**src/rtl/uart_tx_arbiter.sv**
```systemverilog
// uart_tx_arbiter: round-robin arbiter that lets four requesters share one
// UART transmitter. A winner is granted for exactly one frame; the arbiter
// waits for the transmitter's stop-bit pulse (tx_comp) and then inserts a
// one-cycle gap before it arbitrates again.
//
// Optional feature: define UART_ARB_TIMEOUT_EN to enable a tx_comp
// watchdog. When enabled, a frame that never completes is abandoned after
// TIMEOUT_CYCLES cycles in ARB_WAIT, and timeout_err pulses for one cycle.
// When it is not defined, ARB_WAIT waits for tx_comp indefinitely and
// timeout_err is always 0.
module uart_tx_arbiter #(
  parameter int unsigned TIMEOUT_CYCLES = 6000
) (
  input  logic        clk,
  input  logic        rst,
  input  logic [3:0]  req,
  input  logic [31:0] req_data,
  output logic [3:0]  gnt,
  output logic        tx_start,
  output logic [7:0]  tx_data,
  input  logic        tx_comp,
  output logic        busy,
  output logic [1:0]  owner,
  output logic        timeout_err
);

  typedef enum logic [1:0] {
    ARB_IDLE = 2'd0,
    ARB_WAIT = 2'd1,
    ARB_GAP  = 2'd2
  } arb_state_t;

  arb_state_t state_r;
  logic [1:0] last_owner_r;

  logic [1:0] pick_s;
  logic       pick_valid_s;
  logic       done_s;
  logic       wd_expire_s;

  // Round-robin pick: first set request starting just after the last owner.
  function automatic logic [2:0] rr_pick(input logic [3:0] r, input logic [1:0] last);
    logic [1:0] cand;
    logic [1:0] sel;
    logic       hit;
    sel = 2'd0;
    hit = 1'b0;
    // Walk from the farthest candidate to the nearest so the nearest wins.
    for (int k = 4; k >= 1; k--) begin
      cand = last + 2'(k);
      sel  = r[cand] ? cand : sel;
      hit  = r[cand] ? 1'b1 : hit;
    end
    return {hit, sel};
  endfunction

  // Arbitration choice for the current cycle's request vector.
  always_comb begin
    {pick_valid_s, pick_s} = rr_pick(req, last_owner_r);
  end

  // A tx_comp seen during the tx_start cycle belongs to no frame of ours
  // (the transmitter has not yet launched), so it is discarded.
  assign done_s = tx_comp & ~tx_start;

`ifdef UART_ARB_TIMEOUT_EN
  logic [15:0] wd_cnt_r;

  // Watchdog fires on the last allowed ARB_WAIT cycle unless tx_comp wins.
  assign wd_expire_s = (state_r == ARB_WAIT) && !done_s &&
                       (wd_cnt_r == 16'(TIMEOUT_CYCLES - 1));

  // Watchdog counter: zero outside ARB_WAIT, counts every ARB_WAIT cycle.
  always_ff @(posedge clk) begin
    if (rst) begin
      wd_cnt_r    <= 16'd0;
      timeout_err <= 1'b0;
    end else begin
      timeout_err <= wd_expire_s;
      if (state_r == ARB_WAIT) begin
        wd_cnt_r <= wd_cnt_r + 16'd1;
      end else begin
        wd_cnt_r <= 16'd0;
      end
    end
  end
`else
  assign wd_expire_s = 1'b0;
  // The parameter is referenced so both builds share one interface; the
  // result is constant 0.
  assign timeout_err = 1'b0 & (TIMEOUT_CYCLES != 32'd0);
`endif

  // Arbiter FSM with registered grant/start/data/busy/owner outputs.
  always_ff @(posedge clk) begin
    if (rst) begin
      state_r      <= ARB_IDLE;
      gnt          <= 4'b0000;
      tx_start     <= 1'b0;
      tx_data      <= 8'h00;
      busy         <= 1'b0;
      owner        <= 2'd0;
      last_owner_r <= 2'd3;
    end else begin
      case (state_r)
        ARB_IDLE: begin
          if (pick_valid_s) begin
            gnt      <= 4'b0001 << pick_s;
            tx_start <= 1'b1;
            tx_data  <= req_data[{pick_s, 3'b000} +: 8];
            owner    <= pick_s;
            busy     <= 1'b1;
            state_r  <= ARB_WAIT;
          end else begin
            gnt      <= 4'b0000;
            tx_start <= 1'b0;
          end
        end
        ARB_WAIT: begin
          gnt      <= 4'b0000;
          tx_start <= 1'b0;
          if (done_s || wd_expire_s) begin
            busy         <= 1'b0;
            last_owner_r <= owner;
            state_r      <= ARB_GAP;
          end else begin
            state_r      <= ARB_WAIT;
          end
        end
        ARB_GAP: begin
          gnt      <= 4'b0000;
          tx_start <= 1'b0;
          state_r  <= ARB_IDLE;
        end
        default: begin
          gnt      <= 4'b0000;
          tx_start <= 1'b0;
          busy     <= 1'b0;
          state_r  <= ARB_IDLE;
        end
      endcase
    end
  end

endmodule

```
**config.mk**
```make
export PLATFORM = sky130hd
export DESIGN_NAME = uart_tx_arbiter
export DESIGN_NICKNAME = d
export VERILOG_FILES = /design/src/rtl/uart_tx_arbiter.sv
export SDC_FILE = /design/constraint.sdc
export NUM_CORES = 1
export LEC_CHECK = 0
export ABC_CLOCK_PERIOD_IN_PS = 3900
export CORE_MARGIN = 4
export CORE_UTILIZATION = 39
export CTS_BUF_LIST = sky130_fd_sc_hd__clkbuf_8
export CTS_CLUSTER_SIZE = 8
export DETAILED_ROUTE_END_ITERATION = 10
export PLACE_DENSITY = 0.82
export SLEW_MARGIN = 10
export SYNTH_ARGS = -nofsm -noshare
export SYNTH_HDL_FRONTEND = slang
export SYNTH_SLANG_ARGS = --single-unit
```
**constraint.sdc**
```tcl
create_clock -name clk -period 3.9 [get_ports clk]
set_input_delay 0.78 -clock clk [delete_from_list [all_inputs] [get_ports clk]]
set_output_delay 0.78 -clock clk [all_outputs]
set_load 0.1 [all_outputs]
```
# After elaboration in Yosys (flattened, before gate mapping)
# Index checks and enable logic that the tools add are counted.
# classes
n_bitwise	5
magnitude_cmp	4
eq_ne	4
n_mux	23
n_shift	2
n_reduce_logical	6
add_sub_neg	3
# op_table
op	n
$shiftx A32 B6 Y8	1
$lt A2 B3 Y1 const B	4
$mux W2	6
$mux W1	11
$bmux W1 S2	4
$add A2 B2 Y2 const B	2
$ne A2 B2 Y1 const B	2
$not A1 Y1	4
$pmux W2 S2	1
$reduce_and A2 Y1	2
$shl A1 B2 Y4 const A	1
$pmux W1 S3	1
$reduce_and A3 Y1	1
$reduce_or A3 Y1	1
$add A2 B1 Y2 const B	1
$eq A2 B1 Y1 const B	1
$eq A2 B2 Y1 const B	1
$logic_not A2 Y1	1
$reduce_or A2 Y1	1
$and A1 B1 Y1	1
# totals
inputBits	39
elab_cells	54
out_inout_bits	17
ff_bits	20

# Depth between registers and ports, before layout
# Gate-level depths: netlist (run 1).
# logic_depth
ltp_word	8
ltp_mapped	7
ltp_nobuf	5

# Worst setup path before layout (run 1)
# No wires, ideal clock.
# synth_timing
path_kind	input port to flip-flop
startpoint	input req[3]
endpoint	register tx_data[1]
required_time_ps	3771
path_buffers	2
setup_ps	129
setup_slack_ps	1916
cell_stages	6
t_arrival_ps	1855
path_cell_list	o21a_1 -> clkbuf_1 -> nor3_4 -> buf_6 -> mux2i_1 -> o211ai_1
# synth_via
elab_chain_cells	7
word_cells_on_any_way	18
classes_between	shift (1); mux (16); reduce/logical (1)
# synth_lines
element	line	text
from (decl)	16	input logic [3:0] req,
$bmux W1 S2	51, 52	
$mux W1 (implied by the code)	51, 52	
$mux W2 / $mux W1 (equally long branches) (4 in a row)	51, 52	
$shiftx A32 B6 Y8 / $reduce_and A2 Y1 (equally long branches)	-	
to (signal assigned)	110	tx_data <= req_data[{pick_s, 3'b000} +: 8];
to (decl)	20	output logic [7:0] tx_data,
# Several ways; a longest one is shown, not always the timed one. The select of a mux whose other input is x is not followed.
# A chain may end at the register's enable or synchronous reset.

# Worst setup path in the final report (run 1)
# layout_timing
startpoint	input req[3]
endpoint	register tx_data[7]
# The elaborated chain is that of the path after synthesis.

==> results of run 1 <==
[stage by stage]
| step | total power [mW] | worst slack (ns) | hold slack [ns] | util (%) | instance area [µm²] |
|---|---|---|---|---|---|
| finish | 0.7569 | 1.243 | 0.4636 | 65.94 | 1693 |
| CTS | 0.7583 | 1.274 | 0.4697 | 65.94 | 1693 |
| detailed placement | 0.5523 | 1.005 | 0.4575 | 63.16 | 1622 |
| global route | 0.7844 | 1.090 | 0.4979 | 65.94 | 1693 |
| global placement | 0.5474 | 1.024 | 0.4560 | 63.16 | 1622 |
| floorplan | 0.4635 | 1.916 | 0.4788 | - | 1086 |
[critical path, cell delays in order]
cell	delay (ns)
clkdlybuf4s50_1	0.49
nor2b_4	0.17
o21a_1	0.33
nor3_4	0.63
mux2i_1	0.29
o211ai_1	0.10
[report_power, final]
group / leakage (nW) / switching (mW) / internal (mW) / total [mW]
Sequential: 0.165 / 0.0147 / 0.226 / 0.241
Clock: 0.0357 / 0.0710 / 0.137 / 0.208
Combinational: 0.429 / 0.205 / 0.102 / 0.308
[routing by layer]
layer / track usage [%] / vias to the layer above / part of all wire, %
met4: 7.740 / 0 / 1.1
li1: - / 557 / -
met1: 22.41 / 511 / 41
met5: 0 / - / 0
met3: 1.277 / 2 / 7.8
met2: 30.23 / 49 / 50
[layout make-up]
cell class	instances	area share [%]
multi-input cells	92	37.55
repair buffers	54	31.93
flip-flops and latches	20	23.65
clock buffers	3	2.439
well taps	30	2.217
clock inverters	1	1.774
inverters	2	0.4435
[worst max-delay path by stage]
stage	from	endpoint	slack, ns	depth (start not counted)
floorplan	req[3]	tx_data[1]	1.92	6
global placement	req[3]	tx_data[7]	1.02	6
detailed placement	req[3]	tx_data[7]	1.00	6
CTS	req[3]	tx_data[7]	1.27	6
global route	req[3]	tx_data[7]	1.09	6
finish	req[3]	tx_data[7]	1.24	6
[kinds of logic (layout without fill, tap and decap cells)]
logic type             Yosys count  count (layout)  synth area share, %
and+or+nand+nor                 44              44                25.58
buffers and inverters            8              60                4.608
muxes                            8               8                7.374
DFF                             20              20                36.87
other                            1               1               0.3453
AOI/OAI and AO/OA               39              39                25.23
[flip-flops by register name, indices dropped and copies added (netlist names)]
name,count
owner,2
busy,1
tx_data,8
state_r,2
tx_start,1
last_owner_r,2
gnt,4
[layout by cell type, fill, tap and decap left out, types with 2 or more instances in the layout]
cell type / count
o21ai_1: 2
and4_1: 8
a21oi_2: 2
o21ai_0: 10
nor4_1: 2
clkdlybuf4s50_1: 54
dfxtp_1: 20
nor2_1: 4
clkbuf_8: 3
o31a_1: 8
nor2b_1: 4
inv_1: 2
mux2i_1: 8
nor3_1: 2
o21a_1: 2
a211o_1: 2
a21oi_1: 2
or2_2: 2
o211ai_1: 8
nand2_1: 13
nand2b_1: 3
==> impl_metrics.py, run 1 <==
metrics = {
    "timing": {
        "fmax_mhz": 376.4,
        "timing.final.max_slew_violations": 0,
        "relSlewSlack_pct": 33.36,
        "fin_setup_tns_ns": 0,
        "tightestPinTransition_ns": 0.9965,
        "finalSetupViolCount": 0,
        "fin_crit_ns": 2.657,
        "finalClockSkew_ns": 0.003291,
        "fin_crit_sh_pct": 68.13,
        "grt_setup_unrepaired": "no",
        "hold_viol_final": 0,
    },
    "pwr": {
        "vdd_drop_max_mv": 0.4347,
        "power.density_mw_per_mm2": 447.1,
        "p_leak_nw": 0.6297,
    },
    "detailed_routing": {
        "dr.pass1.iters": 4,
        "antenna_left": 0,
        "drc_errors": 0,
        "routed_wl_mm": 3.228,
        "dr_total_vias": 1119,
        "wl_per_cell_um": 15.98,
        "via_per_inst": 5.540,
        "drtIter0Drc": 44,
    },
    "job": {
        "maxCapViolations": 0,
    },
    "yosys": {
        "synth.most_common_cell": "dfxtp_1",
        "synth_edf_count": 0,
        "syn_avg_cell_area_um2": 9.050,
        "yosysTopAreaCell": "dfxtp_1",
        "synthDistinctLibCells": 33,
        "async_reset_ff_share_pct": 0,
        "syn_nets": 159,
        "synthTopCellsByArea": "dfxtp_1 37%, mux2i_1 7.4%, and4_1 6.5%",
        "synth_top_area_share_pct": 36.87,
        "yosysWarnings": 0,
        "synth_area_mm2": 0.001086,
        "ys_seq_area_share_pct": 36.87,
        "syn_inst": 120,
        "synth-seq-cells": 20,
        "synth_ff_type": "dfxtp_1",
        "ys_top_cells_by_count": "20 x dfxtp_1, 13 x nand2_1, 10 x o21ai_0",
    },
    "min_path": {
        "hold_depth": 2,
        "hold_end": "owner[1]",
        "hold_class": "flop to flop",
        "hold_start": "owner[1]",
    },
    "placed_design": {
        "dp.cells": 198,
        "hpwl_mm": 2.433,
        "port_buffers": 54,
        "gp_congestion": 0.7608,
    },
    "layout": {
        "fill_cells": 224,
        "syn_to_final_growth_pct": 55.88,
        "instances_no_fill": 202,
        "nNetsFinal": 212,
        "diodes": 0,
        "drive_above_1_share_pct": 6.977,
        "ff_latch_area_um2": 400.4,
        "multi_input_area_um2": 635.6,
    },
    "cts": {
        "cts_tree": "done",
        "numCtsBuffers": 3,
        "clock_sinks": 20,
        "insertion_delay_ns": 0.26,
        "path_clk_slew_ns": 0.08,
        "cts_setup_buffers": 0,
        "root_buffer": "clkbuf_8",
        "htree_num_levels": 1,
        "ctsResizeCount": 0,
        "clk_path_buf_depth": 2,
        "postCtsHoldBufs": 0,
    },
    "setup_path": {
        "r2r_end": "tx_data[7]",
        "cp-start-kind": "primary input",
        "path_max_fanout": 12,
        "crit_required_ns": 4.03,
        "r2r-start": "last_owner_r[0]",
        "ff2ff_path_depth": 5,
        "critPathKind": "primary input to flop",
        "worstPathArrival_ns": 2.79,
        "critPathCaptureType": "flop",
        "reg2reg_slack_ns": 1.98,
    },
    "global_route": {
        "grt_max_degree": 13,
        "grt.overflow.total": 0,
        "first_global_vias": 1073,
        "grt_pass1_wl_mm": 4.871,
        "antenna_found_initial": 0,
        "grt_usage_pct": 17.57,
    },
    "die": {
        "die_x_um": 60.77,
        "dieArea_mm2": 0.003693,
        "initial_utilization_pct": 42.30,
        "ios": 56,
        "die_y_um": 60.77,
        "fp-row-count": 18,
        "coreArea_mm2": 0.002567,
    },
    "status": {
        "status": "complete, no violations",
    },
}
Note: power is estimated with default switching activity, not from simulation.
==> inputs of run 2 (changes only) <==
- ABC_CLOCK_PERIOD_IN_PS: 3900 -> 2750
- clock period: 3.9 -> 2.75 ns (I/O delays scaled with it)
==> run 2 against run 1 <==
- clock skew barely moved
- count of clock-buffer cells in the layout did not move
- utilization fell by 1.3 points
- register-to-register slack got worse by 1.0 ns
- critical endpoint is now tx_data[2]
- largest cell class unchanged
==> impl_metrics.py, run 2 (synthesis results as in run 1) <==
metrics = {
    "global_route": {
        "antenna_found_initial": 0,
        "first_global_vias": 1177,
        "grt_max_degree": 12,
        "grt_usage_pct": 18.45,
        "grt.overflow.total": 0,
        "grt_pass1_wl_mm": 5.168,
    },
    "setup_path": {
        "worstPathArrival_ns": 2.44,
        "cp-start-kind": "primary input",
        "crit_required_ns": 2.87,
        "path_max_fanout": 11,
        "reg2reg_slack_ns": 0.98,
        "critPathCaptureType": "flop",
        "critPathKind": "primary input to flop",
    },
    "detailed_routing": {
        "routed_wl_mm": 3.339,
        "wl_per_cell_um": 16.21,
        "antenna_left": 0,
        "dr.pass1.iters": 4,
        "via_per_inst": 5.544,
        "dr_total_vias": 1142,
        "drtIter0Drc": 25,
        "drc_errors": 0,
    },
    "die": {
        "dieArea_mm2": 0.003693,
        "coreArea_mm2": 0.002567,
        "initial_utilization_pct": 42.30,
        "ios": 56,
        "die_y_um": 60.77,
        "die_x_um": 60.77,
        "fp-row-count": 18,
    },
    "layout": {
        "fill_cells": 224,
        "drive_above_1_share_pct": 18.18,
        "largest-register": "tx_data",
        "largest_registers": "tx_data: 8 flops, gnt: 4 flops",
        "instances_no_fill": 206,
        "diodes": 0,
        "largest_reg_flops": 8,
        "multi_input_area_um2": 635.6,
        "mostFrequentLayoutCells": "38 x clkdlybuf4s50_1, 21 x buf_4, 20 x dfxtp_1, 13 x nand2_1, 10 x o21ai_0",
        "ff_latch_area_um2": 400.4,
        "syn_to_final_growth_pct": 52.88,
        "nNetsFinal": 217,
        "final_common_cell": "clkdlybuf4s50_1",
    },
    "timing": {
        "timing.final.max_slew_violations": 0,
        "grt_setup_unrepaired": "no",
        "relSlewSlack_pct": 55.96,
        "tightestPinTransition_ns": 0.6537,
        "hold_viol_final": 0,
        "finalClockSkew_ns": 0.003047,
        "finalSetupViolCount": 0,
        "fmax_mhz": 430.4,
        "fin_crit_sh_pct": 84.49,
        "fin_setup_tns_ns": 0,
        "fin_crit_ns": 2.324,
    },
    "pwr": {
        "pwr-share-comb_pct": 45.3,
        "p_leak_nw": 0.6672,
        "power.internal_uw": 562.0,
        "pwr-share-seq_pct": 35.3,
        "pwr-share-clk_pct": 19.4,
        "p_sw_uw": 406.8,
        "vdd_drop_max_mv": 0.4601,
        "power.density_mw_per_mm2": 583.5,
        "sw_frac_of_total_pct": 41.99,
    },
    "cts": {
        "cts_setup_buffers": 0,
        "clk_path_buf_depth": 2,
        "path_clk_slew_ns": 0.07,
        "root_buffer": "clkbuf_8",
        "numCtsBuffers": 3,
        "insertion_delay_ns": 0.25,
        "clock_sinks": 20,
        "htree_num_levels": 1,
        "ctsResizeCount": 0,
        "postCtsHoldBufs": 0,
        "cts_tree": "done",
    },
    "placed_design": {
        "dp.cells": 203,
        "hpwl_mm": 2.698,
        "port_buffers": 54,
        "gp_congestion": 0.7880,
    },
    "status": {
        "status": "complete, no violations",
    },
    "job": {
        "maxCapViolations": 0,
    },
    "min_path": {
        "hold_class": "flop to flop",
    },
}
-- run 2: cell count changes in the layout (fill, tap and decap cells not counted), sizes merged --
cell | before | now
buf | 0 | 21
clkdlybuf4s50 | 54 | 38
bufinv | 1 | 0
-- run 2: worst max-delay path: stages --
cell and delay, ns:
clkdlybuf4s50_1 0.51, nor4_1 0.56, or4_4 0.24, inv_1 0.05, nand3_1 0.36, o211ai_1 0.17
-- run 2: cell type report --
type                            instances  share of cell area [%]
Timing Repair Buffer                   59                   32.40
Tap cell                               30                   2.261
Sequential cell                        20                   24.11
Inverter                                2                  0.4521
Clock buffer                            3                   2.487
Multi-Input combinational cell         92                   38.28
-- run 2: path summary, 6_finish.rpt --
kind | from | end | cells after the start
max | req[3] | tx_data[2] | 6
min reg2reg | owner[1] | owner[1] | 2
min | owner[1] | owner[1] | 2
max reg2reg | state_r[1] | tx_data[2] | 4
-- run 2: metal layers --
metal	vias to the layer above	global-route usage (%)	part of all wire, %	wire [µm]
li1	560	-	-	-
met1	538	22.69	39	1311
met2	40	33.59	53	1785
met3	4	1.489	6.0	200
met4	0	6.192	1.3	42
met5	-	0	0	0
-- run 2: stage by stage --
stage	instance area, µm²	total power [mW]	utilization, %	setup slack (ns)	hold slack [ns]
finish	1660	0.9687	64.67	0.4264	0.4683
global route	1660	1.011	64.67	0.2117	0.4971
CTS	1660	0.9709	64.67	0.4406	0.4716
detailed placement	1619	0.7872	63.06	0.2188	0.4604
global placement	1619	0.7773	63.06	0.2596	0.4553
floorplan	1086	0.6573	-	0.9961	0.4788
-- run 2: power by group through the flow --
stage | registers [mW] | logic [mW] | clock network, mW
5_1_grt | 0.346 | 0.459 | 0.206
2_1_floorplan | 0.538 | 0.120 | 0
3_3_place_gp | 0.347 | 0.431 | 0
3_5_place_dp | 0.348 | 0.439 | 0
6_report | 0.342 | 0.439 | 0.188
4_1_cts | 0.342 | 0.441 | 0.189
